$ cat src/rtl/fifo_sync_dualmode.sv
// Single-clock FIFO with elaboration-time read mode (registered or first-word-fall-through),
// occupancy count, programmable almost flags and sticky overflow/underflow.
module fifo_sync_dualmode #(
    parameter int unsigned DATA_WIDTH = 32,
    parameter int unsigned DEPTH_LOG2 = 3,
    parameter int unsigned LOOKAHEAD  = 0,
    parameter int unsigned AF_THRESH  = (1 << DEPTH_LOG2) - 1,
    parameter int unsigned AE_THRESH  = 1
) (
    input  logic                  clk,
    input  logic                  rst,
    input  logic                  wr,
    input  logic [DATA_WIDTH-1:0] din,
    output logic                  full,
    output logic                  almost_full,
    input  logic                  rd,
    output logic [DATA_WIDTH-1:0] dout,
    output logic                  empty,
    output logic                  almost_empty,
    output logic [DEPTH_LOG2:0]   count,
    output logic                  overflow,
    output logic                  underflow
);

    localparam int unsigned DEPTH = 1 << DEPTH_LOG2;
    localparam logic [DEPTH_LOG2:0]   DepthCnt = (DEPTH_LOG2 + 1)'(DEPTH);
    localparam logic [DEPTH_LOG2:0]   CntOne   = (DEPTH_LOG2 + 1)'(1);
    localparam logic [DEPTH_LOG2-1:0] PtrOne   = DEPTH_LOG2'(1);

    logic [DATA_WIDTH-1:0] mem [DEPTH];
    logic [DEPTH_LOG2-1:0] wr_ptr;
    logic [DEPTH_LOG2-1:0] rd_ptr;
    logic [DEPTH_LOG2:0]   count_q;
    logic [31:0]           count_ext;
    logic                  wr_ok;
    logic                  rd_ok;

    // All status is decoded from the registered count, never from pointer compare.
    assign count_ext    = 32'(count_q);
    assign full         = (count_q == DepthCnt);
    assign empty        = (count_q == '0);
    assign almost_full  = (count_ext >= AF_THRESH);
    assign almost_empty = (count_ext <= AE_THRESH);
    assign count        = count_q;

    assign wr_ok = wr && !full;
    assign rd_ok = rd && !empty;

    always_ff @(posedge clk) begin
        if (rst) begin
            wr_ptr    <= '0;
            rd_ptr    <= '0;
            count_q   <= '0;
            overflow  <= 1'b0;
            underflow <= 1'b0;
        end else begin
            if (wr_ok) wr_ptr <= wr_ptr + PtrOne;
            if (rd_ok) rd_ptr <= rd_ptr + PtrOne;
            if (wr_ok && !rd_ok) begin
                count_q <= count_q + CntOne;
            end else if (rd_ok && !wr_ok) begin
                count_q <= count_q - CntOne;
            end
            if (wr && full)  overflow  <= 1'b1;
            if (rd && empty) underflow <= 1'b1;
        end
    end

    always_ff @(posedge clk) begin
        if (wr_ok && !rst) mem[wr_ptr] <= din;
    end

    if (LOOKAHEAD != 0) begin : g_fwft
        assign dout = mem[rd_ptr];
    end else begin : g_reg
        logic [DATA_WIDTH-1:0] dout_q;
        always_ff @(posedge clk) begin
            if (rst) begin
                dout_q <= '0;
            end else if (rd_ok) begin
                dout_q <= mem[rd_ptr];
            end
        end
        assign dout = dout_q;
    end

endmodule

$ cat config.mk
export PLATFORM = sky130hd
export DESIGN_NAME = fifo_sync_dualmode
export DESIGN_NICKNAME = d
export VERILOG_FILES = /design/src/rtl/fifo_sync_dualmode.sv
export SDC_FILE = /design/constraint.sdc
export NUM_CORES = 1
export LEC_CHECK = 0
export BUFFER_PORTS_ARGS = -buffer_cell sky130_fd_sc_hd__buf_4
export CORE_MARGIN = 2
export CORE_UTILIZATION = 53
export CTS_BUF_LIST = sky130_fd_sc_hd__clkbuf_4
export DETAILED_ROUTE_END_ITERATION = 7
export HOLD_SLACK_MARGIN = 0.03
export PLACE_DENSITY_LB_ADDON = 0.12
export RECOVER_POWER = 100
export SYNTH_ARGS = -nofsm -noshare
export SYNTH_HDL_FRONTEND = slang
export SYNTH_SLANG_ARGS = --single-unit
$ cat constraint.sdc
create_clock -name clk -period 4.83 [get_ports clk]
set_clock_uncertainty 0.1 [all_clocks]
set_input_delay 0.483 -clock clk [delete_from_list [all_inputs] [get_ports clk]]
set_output_delay 0.483 -clock clk [all_outputs]
set_load 0.05 [all_outputs]
# [Yosys cells after proc, flatten, opt, wreduce, memory -nomap -nowiden]
# Memories as Yosys holds them, arrays and structs flattened. A register that Yosys moved wholly into a read port is not among the register bits.
# Cells that the tools add are included.
[totals] mem_bits_rw=256 in_bits=36 output_inout_bits=42 regBits=12 elab_cells=31 memories=1
[mem_list] name="mem" depth=8 width=32 rd=1 rd_ports_with_merged_regs=1 wr=1 line_no="30" source="logic [DATA_WIDTH-1:0] mem [DEPTH];"
[classes] eq_ne=1 mux=4 add_sub_neg=4 magnitude_cmp=2 reduce_logical=14
[op_table] op="$mux 4" n=2
[op_table] op="$logic_and 1x1->1" n=7
[op_table] op="$add 3x1->3 const B" n=2
[op_table] op="$logic_not 1->1" n=5
[op_table] op="$add 4x1->4 const B" n=1
[op_table] op="$eq 4x4->1 const B" n=1
[op_table] op="$ge 4x3->1 const B" n=1
[op_table] op="$le 4x1->1 const B" n=1
[op_table] op="$logic_not 4->1" n=1
[op_table] op="$sub 4x1->4 const B" n=1
[op_table] op="$mux 1" n=2
[op_table] op="$reduce_bool 2->1" n=1

# [Depth between registers and ports, before layout]
[depth] ltp_word=7 depth_mapped=12 ltp_nobuf=10

# [Least setup slack after synthesis]
# OpenSTA, ideal clock, no wires.
[synth_timing] path_type="register to register" from="register count_q[0], in the netlist count[0]" to="memory mem[2][0], enable pin" arrival_time_ns=3.584 setup_slack_ns=0.685 path_stages_with_launch=6 synth_period_minus_slack_ns=4.145 setup_ns=0.461 path_buffers=0 path_cell_list="dfxtp_1 inv_1 ha_1 nand3b_1 nand2_1 nor3_1"
[synth_between] elab_chain_cells=6
[synth_rtl] item="start, declared" line_no="33" source="logic [DEPTH_LOG2:0] count_q;"
[synth_rtl] item="start signal, assigned" line_no="60" source="count_q <= count_q + CntOne;"
[synth_rtl] item="start signal, assigned" line_no="62" source="count_q <= count_q - CntOne;"
[synth_rtl] item="$eq 4x4->1" line_no="40" source="assign full = (count_q == DepthCnt);"
[synth_rtl] item="$logic_not 1->1" line_no="46" source="assign wr_ok = wr && !full;"
[synth_rtl] item="$logic_and 1x1->1" line_no="46"
[synth_rtl] item="$logic_and 1x1->1" line_no="70" source="if (wr_ok && !rst) mem[wr_ptr] <= din;"
[synth_rtl] item="$mux 1" line_no="70"
[synth_rtl] item="$mux 1 (not written as such)" line_no="70"
[synth_rtl] item="end, declared" line_no="30"
# Every way passes these cells.

==> metrics.txt <==
status=finished, violations left; failing checks=max-capacitance violations, max-slew violations; total power=0.00716 W; part of the power in combinational logic=0.267; Peak VDD IR=310 uV; GRT Total Usage=0.195; final slew viol count=184; synthesis-to-layout area growth=15.3%; Starting Density=0.535; worst-case clock buffer depth=3; # nets final=906; sequential share of power=0.452; die area=0.0231 mm^2; Initial DRT Pass Iterations=4; min cycle time layout=3.62 ns; Synth async-reset ratio=0; drc violations=0; via/cell ratio=5.41; grt ovf=0; Worst Path Class, Setup=flop to flop; final worst slack=1.21 ns; initial antenna violation count=1; unrepaired setup endpoints after global routing=false; Worst Setup End Kind=flop; drt initial violations=378; Sink Count=300; Routed WL=22500 um; commonest non-fill, non-tap cell in the layout=edfxtp_1; top cell type's share of synthesized area=0.662; switching share of power=0.338; synth top area cells=edfxtp_1 (66%), mux2i_1 (11%), dfxtp_1 (7.6%); most frequent cells in the layout=edfxtp_1 (256), mux2i_1 (129), clkbuf_4 (114); # IOs=78; Worst Hold Class=input port to flop; clock tree from TritonCTS=built; Num CTS Buffers=73; syn_area_per_cell=16.5 um^2; area leader, netlist=edfxtp_1; Routed wire per std cell=18.7 um; Pint=0.00474 W; layout cell share with drive strength beyond 1=0.181; DIE WIDTH=152 um; Max-Cap Viols=6; mapped cell area=0.0116 mm^2; Least-Margin Pin Slew=2.08 ns; setup TNS=0 ns; register bit count reported by yosys=300; Final Cycle Share=0.749; final core utilization=0.618; Post-DP Area=0.0125 mm^2; number of synthesized flops with an enable pin=256; vias in the first global route=6680; Power Density=534 mW/mm^2; vias after detailed routing=6508; RD Place Congestion=0.722; Rows=54; die height=152 um; port bufs=77; Clk network pwr share=0.281; post-CTS sizing=0; Mapped Nets=747; # H-tree levels=3; Unique masters post-synth=33; Core Box Area=0.0217 mm^2; crit-path max FO=57; Data required, critical path=5.22 ns; Post-Synthesis Cells=704; largest net degree at the start of global routing=58; Max Clk Rate=276 MHz; global-route wire length before repair=34900 um; Pleak=4.42 nW; top_reg_cell synth=edfxtp_1; Place WS=1.57 ns; Worst setup SP type=flop; DRT antenna net count=0; Arrival @ worst endpoint=4.01 ns; final hold vios=0; NetSw=0.00242 W; Final Setup Violations=0; root buffer cell=clkbuf_4; Clock Latency Late Sink=0.66 ns; fin area=0.0134 mm^2; synth warn=0; Slew HR=-0.388; sequential fraction of the synthesis area=0.738; DP HPWL=12800 um; clock-pin slew on the worst setup and hold paths=0.06 ns
Yosys cell counts (7+ instances only):
| library cell | n |
|---|---|
| nor2_1 | 50 |
| dfxtp_1 | 44 |
| nor3_1 | 9 |
| edfxtp_1 | 256 |
| clkbuf_1 | 20 |
| mux2i_1 | 129 |
| buf_4 | 12 |
| a22oi_1 | 64 |
| nand2_1 | 7 |
| a21oi_1 | 38 |
| ha_1 | 7 |
| nor3_2 | 28 |
per-stage QoR:
step           cells  hold slack (ns)
3_5_place_dp    1034            0.367
6_report        1204            0.248
4_1_cts         1202            0.207
5_1_grt         1204            0.264
2_1_floorplan    704            0.387
3_3_place_gp    1034            0.350
critical path, cell delays in order (launching register included):
cell and delay [ns]:
dfxtp_4 0.98, clkbuf_1 1.56, mux2i_1 0.32, a22oi_1 0.14, a21oi_1 0.25, nor3_1 0.07
sequential cells by signal, summed over array words and instances, names as in the netlist:
| name | cells |
|---|---|
| count | 4 |
| dout | 32 |
| mem | 256 |
| overflow | 1 |
| rd_ptr | 3 |
| underflow | 1 |
| wr_ptr | 3 |
cells by family (layout without fill, tap and decap cells):
| family | count (synthesis) | in the layout | synth area share |
|---|---|---|---|
| mux | 129 | 129 | 0.111 |
| compound gates | 105 | 105 | 0.0596 |
| buf+inv | 48 | 266 | 0.0239 |
| flops | 300 | 300 | 0.738 |
| fa+ha+maj | 7 | 7 | 0.00754 |
| simple gates | 108 | 108 | 0.0547 |
| xor+xnor | 7 | 7 | 0.00528 |
| other cells | 0 | 2 | 0 |
final timing paths:
kind | start | end | slack (ns) | cells past startpoint
max | rd_ptr[0] | dout[21] | 1.21 | 5
min | rst | underflow | 0.25 | 2
max reg2reg | rd_ptr[0] | dout[21] | 1.21 | 5
min reg2reg | underflow | underflow | 0.38 | 2
final cells by class:
| cell class | instances | area (um^2) |
|---|---|---|
| flip-flops and latches | 300 | 8570 |
| fillers | 1698 | 8290 |
| multi-input cells | 356 | 2780 |
| clock buffers | 114 | 856 |
| repair buffers | 126 | 716 |
| well taps | 280 | 350 |
| clock inverters | 20 | 78.8 |
| inverters | 6 | 35.0 |
| diodes | 2 | 5.00 |
what timing repair did:
action,CTS,global route
setup buffers,0,0
endpoints found under the hold margin,258,0
hold buffers,34,0
power by group through the flow:
stage	clock network, W	registers [W]	logic [W]
final	0.00201	0.00324	0.00191
after detailed placement	0	0.00330	0.00203
after global routing	0.00222	0.00327	0.00205
after floorplan	0	0.00358	0.00125
after CTS	0.00207	0.00324	0.00205
after global placement	0	0.00329	0.00199
layer usage:
layer  GRT usage  wire [um]  vias to the layer above
met5           0          0                        -
met4      0.0712        419                        0
met3      0.0491       1210                       35
met2       0.327      11100                      171
met1       0.247       9740                     3202
li1            -          -                     3100
(Power assumes the default switching activity.)
